### src/rtl/lzs_src_unpack_pkg.sv
// rtl/lzs_src_unpack_pkg.sv - shared state encoding and word geometry for the LZS source unpacker
package lzs_src_unpack_pkg;

  typedef enum logic [1:0] {
    IDLE  = 2'd0,
    RUN   = 2'd1,
    DRAIN = 2'd2,
    DONE  = 2'd3
  } state_e;

  localparam int WORD_BYTES = 8;
  localparam int NB_W       = 4;

endpackage

### src/rtl/lzs_byte_shifter.sv
// rtl/lzs_byte_shifter.sv - 64-bit word to byte shifter with a one-word prefetch slot
module lzs_byte_shifter
  import lzs_src_unpack_pkg::*;
(
  input  logic            clk,
  input  logic            rst,
  input  logic            en_i,
  input  logic            clr_i,
  input  logic            accept_i,
  input  logic            load_i,
  input  logic [63:0]     word_i,
  output logic [7:0]      byte_o,
  output logic [NB_W-1:0] nb_o,
  output logic [NB_W-1:0] nb_next_o,
  output logic            pf_v_next_o
);

  logic [63:0]     sh_q, sh_d;
  logic [63:0]     pf_q, pf_d;
  logic [NB_W-1:0] nb_q, nb_d;
  logic            pf_v_q, pf_v_d;

  always_comb begin
    sh_d   = sh_q;
    nb_d   = nb_q;
    pf_d   = pf_q;
    pf_v_d = pf_v_q;
    if (accept_i) begin
      sh_d = sh_q >> 8;
      nb_d = nb_q - NB_W'(1);
    end
    // A returning word goes straight to sh when sh empties this cycle, so words abut without a bubble.
    if (load_i) begin
      if (nb_d == '0) begin
        sh_d = word_i;
        nb_d = NB_W'(WORD_BYTES);
      end else begin
        pf_d   = word_i;
        pf_v_d = 1'b1;
      end
    end else if (nb_d == '0 && pf_v_q) begin
      sh_d   = pf_q;
      nb_d   = NB_W'(WORD_BYTES);
      pf_v_d = 1'b0;
    end
    if (clr_i) begin
      nb_d   = '0;
      pf_v_d = 1'b0;
    end
  end

  always_ff @(posedge clk) begin
    if (rst) begin
      sh_q   <= '0;
      pf_q   <= '0;
      nb_q   <= '0;
      pf_v_q <= 1'b0;
    end else if (en_i) begin
      sh_q   <= sh_d;
      pf_q   <= pf_d;
      nb_q   <= nb_d;
      pf_v_q <= pf_v_d;
    end
  end

  assign byte_o      = sh_q[7:0];
  assign nb_o        = nb_q;
  assign nb_next_o   = nb_d;
  assign pf_v_next_o = pf_v_d;

endmodule

### src/rtl/lzs_src_unpack.sv
// rtl/lzs_src_unpack.sv - pops 64-bit source words and streams them out as trimmed little-endian bytes
module lzs_src_unpack
  import lzs_src_unpack_pkg::*;
#(
  parameter int LZF_WIDTH = 20
) (
  input  logic                 clk,
  input  logic                 rst,
  input  logic                 ce,
  input  logic [LZF_WIDTH-1:0] fi_cnt,
  input  logic                 src_empty,
  input  logic [63:0]          fi,
  input  logic                 m_last,
  output logic                 m_src_getn,
  output logic [7:0]           byte_o,
  output logic                 byte_valid,
  input  logic                 byte_ready,
  output logic                 byte_last,
  output logic                 done,
  output logic                 err
);

  state_e               state_q;
  logic [LZF_WIDTH-1:0] remain_q, remain_d;
  logic                 pend_q, done_q, err_q;

  logic [NB_W-1:0]      nb, nb_next;
  logic                 pf_v_next;
  logic                 run, drain, accept, ret, ret_mark, ret_data;
  logic                 to_drain, held_ok, pop;

  assign run      = (state_q == RUN);
  assign drain    = (state_q == DRAIN);
  assign accept   = ce && byte_valid && byte_ready;
  assign ret      = ce && pend_q;
  assign ret_mark = ret && m_last;
  assign ret_data = ret && !m_last && run && !err_q;

  assign remain_d = (accept && remain_q != '0) ? remain_q - LZF_WIDTH'(1) : remain_q;
  assign to_drain = run && !err_q && !ret_mark && (remain_d == '0);
  // Only fetch another data word while the stream still needs bytes beyond what sh will hold.
  assign held_ok  = remain_d > {{(LZF_WIDTH-NB_W){1'b0}}, nb_next};
  assign pop      = ce && !src_empty && !pend_q && !pf_v_next &&
                    ((run && !err_q && held_ok) || drain);

  lzs_byte_shifter u_shifter (
    .clk         (clk),
    .rst         (rst),
    .en_i        (ce),
    .clr_i       (to_drain),
    .accept_i    (accept),
    .load_i      (ret_data),
    .word_i      (fi),
    .byte_o      (byte_o),
    .nb_o        (nb),
    .nb_next_o   (nb_next),
    .pf_v_next_o (pf_v_next)
  );

  always_ff @(posedge clk) begin
    if (rst) begin
      state_q  <= IDLE;
      remain_q <= '0;
      pend_q   <= 1'b0;
      done_q   <= 1'b0;
      err_q    <= 1'b0;
    end else begin
      done_q <= 1'b0;
      if (ce) begin
        pend_q <= pop;
        unique case (state_q)
          IDLE: begin
            remain_q <= fi_cnt;
            state_q  <= RUN;
          end
          RUN: begin
            remain_q <= remain_d;
            if (ret_mark) err_q <= 1'b1;
            // An early marker lets the held bytes flush before finishing.
            if ((ret_mark || err_q) && nb_next == '0) begin
              done_q  <= 1'b1;
              state_q <= DONE;
            end else if (to_drain) begin
              state_q <= DRAIN;
            end
          end
          DRAIN: begin
            if (ret_mark) begin
              done_q  <= 1'b1;
              state_q <= DONE;
            end
          end
          default: ;
        endcase
      end
    end
  end

  assign m_src_getn = !pop;
  assign byte_valid = run && (nb != '0);
  assign byte_last  = byte_valid &&
                      ((remain_q == LZF_WIDTH'(1)) || (err_q && nb == NB_W'(1)));
  assign done       = done_q;
  assign err        = err_q;

endmodule

### config.mk
export PLATFORM = sky130hd
export DESIGN_NAME = lzs_src_unpack
export DESIGN_NICKNAME = d
export VERILOG_FILES = /design/src/rtl/lzs_src_unpack_pkg.sv /design/src/rtl/lzs_byte_shifter.sv /design/src/rtl/lzs_src_unpack.sv
export SDC_FILE = /design/constraint.sdc
export NUM_CORES = 1
export LEC_CHECK = 0
export ABC_AREA = 1
export CAP_MARGIN = 20
export CORE_ASPECT_RATIO = 1.75
export CORE_MARGIN = 2
export CORE_UTILIZATION = 40
export CTS_CLUSTER_DIAMETER = 40
export DETAILED_ROUTE_END_ITERATION = 8
export PLACE_DENSITY_LB_ADDON = 0.2
export SYNTH_ARGS = -nofsm -noshare
export SYNTH_HDL_FRONTEND = slang
export SYNTH_SLANG_ARGS = --single-unit
### constraint.sdc
create_clock -name clk -period 5 [get_ports clk]
set_input_delay 1 -clock clk [delete_from_list [all_inputs] [get_ports clk]]
set_output_delay 1 -clock clk [all_outputs]
set_load 0.05 [all_outputs]
==> results of run 1 <==
## critical path: stages
cell	delay, ns
clkdlybuf4s50_1	0.50
nand2_2	0.09
nor2_4	0.15
buf_12	0.14
nand2_8	0.09
nand2_1	0.08
nand2_1	0.06
nor2_1	0.11
nand2_1	0.10
nor2_4	0.20
nand3_4	0.12
nand2_1	0.10
ha_1	0.25
a21oi_1	0.15
o21ai_1	0.08
o21ai_0	0.08
nand4_1	0.11
nand2_1	0.07
nand2_1	0.06
nand3_2	0.10
buf_12	0.14
## sequential cells by signal (all words and copies together), names as in the netlist, 2 cells and up
| register | count |
|---|---|
| remain_q | 20 |
| state_q | 2 |
| u_shifter.nb_o | 4 |
| u_shifter.pf_q | 64 |
| u_shifter.sh_q | 64 |
## metal layers
layer	up-vias	wire [um]
met2	259	14700
met4	0	1100
met1	4224	11500
li1	4724	-
met5	-	0
met3	61	1260
## per-stage QoR
step | hold WS (ns) | worst slack (ns)
after floorplan | 0.470 | 0.633
after global placement | 0.488 | 0.0917
after detailed placement | 0.495 | 0.0941
after CTS | 0.503 | 0.0683
after global routing | 0.533 | -0.00970
final | 0.511 | 0.201
## cell type report
class	count	area, um2	area share (%)
clock inverters	6	105	0.953
inverters	50	196	1.78
well taps	300	375	3.40
clock buffers	25	505	4.59
repair buffers	134	1310	11.9
multi-input cells	1025	5370	48.7
flip-flops and latches	158	3160	28.7
## logic make-up (layout without fill, tap and decap cells)
family,Yosys count,in the layout,synth area share (%)
XOR/XNOR,9,9,0.864
multiplexers,40,40,4.39
adder cells (fa/ha/maj),12,12,1.65
AO/OA/AOI/OAI,475,475,28.8
buffers and inverters,164,215,7.69
AND/OR/NAND/NOR,487,489,21.9
flip-flops,158,158,34.7
## repair_timing
action	CTS	global route
hold endpoints to repair	0	0
setup endpoints to repair	0	1
hold buffers	0	0
buffers inserted	0	3
resized for setup	0	18
## placed cells by master (no fill, tap or decap), drive strengths merged
master and n:
nand2 242, a211oi 1, nand3b 9, xnor2 3, inv 48, dfxtp 158, mux2i 40, clkinv 5
nor4 1, ha 12, o31ai 1, nor3 2, bufinv 3, a21oi 103, a31oi 64, buf 34
nand4 5, xor2 6, nor2 213, a221oi 2, clkdlybuf4s50 100, o211ai 60, clkbuf 25, o21ai 243
nand3 17, o221ai 1
## path summary, 6_finish.rpt
check                                 start                         endpoint  slack [ns]  depth (start not counted)
max                              byte_ready                       m_src_getn        0.20                         21
max reg2reg  u_shifter.nb_o[1]$_SDFFE_PP0P_  u_shifter.sh_q[55]$_SDFFE_PP0P_        1.48                         16
min reg2reg       remain_q[19]$_SDFFE_PP0P_        remain_q[19]$_SDFFE_PP0P_        0.51                          2
min               remain_q[19]$_SDFFE_PP0P_        remain_q[19]$_SDFFE_PP0P_        0.51                          2
## power breakdown
group | switching [W] | total [W] | internal, W
Sequential | 0.0000817 | 0.00141 | 0.00133
Clock | 0.000515 | 0.00136 | 0.000847
Combinational | 0.000659 | 0.00103 | 0.000367
Total | 0.00126 | 0.00380 | 0.00255
==> results by group, run 1 <==
Global route
  • Vias in the first global route: 8541
  • Met2 Use GR: around 41%
  • Gr busiest metal: met2
  • M3 GR Usage: under 10%
  • GR Overflow Total: 0
  • Largest net degree at the start of global routing: 79
  • GRT Overall Usage: between 20% and 30%
  • GR Util met1: between 20% and 30%
  • First-pass GRT wire length: about 45 mm
  • Initial antenna violation count: 0

Die
  • IO Pins: 103
  • Core area: roughly 0.023 mm2
  • Chip width: roughly 120 um
  • Die area: between 0.02 and 0.025 mm2
  • Starting density of the core: approximately two fifths
  • Die Y: around 200 um
  • Site Rows: 73

Clock tree
  • CTS Buf Count: 17
  • Sink Count: 158
  • H-Tree Depth: 4
  • Latest clock arrival within the worst-skew pair: roughly 0.43 ns
  • Clock slew at reported path FFs: around 0.06 ns
  • CTS max path bufs: 2
  • CTS root buffer: clkbuf_16
  • CTS tree: yes

Yosys
  • Top cells by count, synth: o21ai_0, nand2_1, nor2_1, dfxtp_1, a21oi_1
  • Synthesized flop and latch total: approximately 160
  • Synth async-reset ratio: 0%
  • Top cells by area, synth: dfxtp_1, o21ai_0, nand2_1, nor2_1, a21oi_1
  • Synth top area share: a little over a third
  • Post-Syn Instances: around 1300
  • Synthesized area: approximately 0.0091 mm2
  • Synth area leader: dfxtp_1
  • Synthesized area per cell: between 6 and 7 um2
  • Synth Warn #: 0
  • Most frequent cell after synthesis: o21ai_0
  • Sequential area share after synthesis: a little over a third
  • Yosys cell types: 40
  • Post-Syn Nets: approximately 1400
  • Post-synth EDFFs: 0
  • Top_reg_cell synth: dfxtp_1

STA
  • Clk_skew: 0.00768 ns
  • Setup TNS: 0 ns
  • Final hold violations: 0
  • Fmax: 208 MHz
  • Fin crit share: 96.0%
  • Rel. slew slack: about half
  • Final Max Tran Viols: 0
  • Final setup viols: 0
  • Worst-margin pin slew: approximately 0.73 ns
  • Fin crit period: approximately 4.8 ns

Placement
  • IO buf count: between 100 and 150
  • Placed Instances: around 1700
  • GP Congestion: between 0.9 and 1
  • Final HPWL DP: around 19 mm
  • Dpl cell area: 0.0103 mm2

Run status
  • Status: finished clean

Finish
  • Fillers: 2320
  • Post-route cell area: about 0.011 mm2
  • Layout cells sized above 1: under 10%
  • Synthesis-to-finish area growth: 20.8%
  • Post-layout util: approximately half
  • Final net count: 1488
  • Layout Cells excl Fill: roughly 1700
  • Diode count: 0

Routing
  • Final ANT Viol Nets: 0
  • Routed vias: 9268
  • Routed WL per cell: between 15 and 20 um
  • DRC viols: 0
  • 1st-iter DRT viols: around 780
  • Routed WL: around 28 mm
  • Number of vias per cell: approximately 5.5
  • Router iterations before antenna repair: 5

Worst setup path
  • CP Capture Type: output port
  • Crit path required time: 4.00 ns
  • CP Max Fanout: 10
  • WP data arrival: between 3 and 4 ns
  • Crit path kind: primary input to output port
  • Crit path launch type: primary input

Hold path
  • Worst min-delay path category: register to register

Flow run
  • Max Cap Viol: 0

Power
  • VDD IR max: about 0.00020 V
  • Pleak: ~4.9 nW
  • Power per cell area: between 300 and 400 mW/mm2
  • Power, Total: roughly 0.0038 W
(Power assumes the default switching activity.)
==> run 2, diff against run 1 <==
- PLACE_DENSITY_LB_ADDON: 0.2 -> 0.15
==> run 2 against run 1 <==
Compared with the run above:
- worst hold slack worse by 0.012 ns
- utilization is essentially flat
- critical path depth grew 1
- setup slack improved by 0.018 ns
- fmax grew 0.38%
- power grew 0.45%
- critical path type unchanged
- critical endpoint unchanged
- largest cell class unchanged
- largest power group unchanged
==> results by group, run 2 (synthesized netlist as in run 1, its figures left out) <==
Finish
  • Post-layout util: between 40% and 50%
  • Biggest regs: u_shifter.pf_q (64), u_shifter.sh_q (64), remain_q (20)
  • Final net count: 1487
  • Layout cells sized above 1: under 10%
  • Most common cell after layout, fill and taps aside: o21ai_0
  • Commonest cells after routing, fill and taps aside: o21ai_0, nand2_1, nor2_1
  • Layout Cells excl Fill: approximately 1700
  • Post-route cell area: approximately 0.011 mm2
  • Synthesis-to-finish area growth: 20.9%

Placement
  • Final HPWL DP: around 19 mm
  • GP Congestion: between 0.9 and 1
  • IO buf count: 102
  • Dpl cell area: between 0.01 and 0.015 mm2
  • Placed Instances: around 1700

Clock tree
  • Clock slew at reported path FFs: approximately 0.06 ns
  • H-Tree Depth: 4
  • CTS Hold Bufs: 0
  • CTS root buffer: clkbuf_16
  • Sink Count: 158
  • CTS max path bufs: 2
  • Latest clock arrival within the worst-skew pair: approximately 0.44 ns
  • CTS Buf Count: 17
  • CTS tree: yes

Worst setup path
  • WP data arrival: about 3.8 ns
  • R2R Path Start: u_shifter.nb_o[0]$_SDFFE_PP0P_
  • Crit path kind: primary input to output port
  • Crit path required time: 4.00 ns
  • Crit path launch: byte_ready
  • Crit-path max cell delay: 0.51 ns
  • Most frequent CP cell: nand2_1
  • CP Capture Type: output port
  • Worst-path cell chain: clkdlybuf4s50_1 -> nand2_2 -> nor2_4 -> buf_12 -> nand2_8 -> inv_6 -> nand2_1 -> nand2_1 -> nor2_1 -> nand2_1 -> nor2_4 -> nand3_4 -> nand2_1 -> ha_1 -> a21oi_2 -> o21ai_1 -> o21ai_0 -> nand4_1 -> nand2_1 -> nand2_1 -> nand3_2 -> buf_12
  • Reg2Reg Depth: 17
  • CP Max Fanout: 17
  • CP max stage cell: clkdlybuf4s50_1
  • Crit path launch type: primary input

STA
  • Setup TNS: 0 ns
  • Final Max Tran Viols: 0
  • Worst-margin pin slew: approximately 0.95 ns
  • Final hold violations: 0
  • Rel. slew slack: 36.3%
  • Fin crit period: approximately 4.8 ns
  • Clk_skew: 0.0100 ns
  • Final setup viols: 0
  • Fmax: ~210 MHz
  • Hold_ws: 0.499 ns
  • Fin crit share: between 90 and 100%

Global route
  • Gr busiest metal: met2
  • First-pass GRT wire length: ~45 mm
  • GRT Overall Usage: a little under a quarter
  • M3 GR Usage: under 10%
  • GR Util met1: about 28%
  • Met2 Use GR: 40.9%
  • Initial antenna violation count: 2
  • GR Overflow Total: 0
  • Largest net degree at the start of global routing: approximately 80
  • Vias in the first global route: 8604

Die
  • Starting density of the core: between 40% and 50%
  • Site Rows: 73
  • Core area: roughly 0.023 mm2
  • Die Y: slightly above 200 um
  • IO Pins: just over 100
  • Chip width: 118 um
  • Die area: roughly 0.024 mm2

Routing
  • Final ANT Viol Nets: 0
  • DRC viols: 0
  • Number of vias per cell: about 5.5
  • 1st-iter DRT viols: 687
  • Routed WL per cell: 16.9 um
  • Routed vias: 9304
  • Routed WL: 28.8 mm
  • Router iterations before antenna repair: 5

Power
  • Pleak: 4.85 nW
  • VDD IR max: between 0.0002 and 0.00025 V
  • Power per cell area: 346 mW/mm2

Run status
  • Status: finished clean

Hold path
  • Min-delay src: state_q[1]$_SDFFE_PP0P_
  • Hold path depth: 2
  • Worst min-delay path category: register to register

Flow run
  • Max Cap Viol: 0
==> run 2: worst paths after layout <==
kind / to / slack [ns]
hold / removal: state_q[1]$_SDFFE_PP0P_ / 0.50
setup reg to reg: u_shifter.sh_q[26]$_SDFFE_PP0P_ / 1.31
hold reg to reg: state_q[1]$_SDFFE_PP0P_ / 0.50
setup / recovery: m_src_getn / 0.22
==> run 2: critical path: cells and delay by family <==
kind            cells  cell delay, ns
compound gates      3            0.29
fa+ha+maj           1            0.33
buf+inv             4            0.95
simple gates       14            1.21
==> run 2: power by group <==
| part | switching, W | total (W) | internal (W) | leakage (nW) |
|---|---|---|---|---|
| Clock | 0.000516 | 0.00137 | 0.000859 | 0.301 |
| Combinational | 0.000660 | 0.00103 | 0.000369 | 3.25 |
| Sequential | 0.0000825 | 0.00141 | 0.00133 | 1.29 |
==> run 2: repair_timing <==
item                                    in CTS  in global routing
cloned                                       0                  2
setup buffers                                0                  2
endpoints found under the setup margin       1                  1
gates resized for setup                      1                 14
pin swaps                                    0                  4
==> run 2: routing by layer <==
layer	part of all wire, %	vias to the layer above
met2	50	257
met1	41	4269
met4	4.8	0
li1	-	4709
met5	0	-
met3	4.1	69
==> run 2: stage by stage <==
step	power [W]	worst slack, ns
after floorplan	0.00210	0.633
after global placement	0.00244	0.0680
after detailed placement	0.00244	0.0225
after CTS	0.00382	0.000784
after global routing	0.00401	-0.0111
final	0.00382	0.219
==> run 2: area by class of cell <==
| class | count | area, um2 |
|---|---|---|
| Antenna cell | 2 | 5.00 |
| Timing Repair Buffer | 133 | 1300 |
| Clock buffer | 25 | 515 |
| Clock inverter | 5 | 103 |
| Tap cell | 300 | 375 |
| Inverter | 50 | 193 |
| Fill cell | 2319 | 11500 |
| Multi-Input combinational cell | 1025 | 5380 |
| Sequential cell | 158 | 3160 |
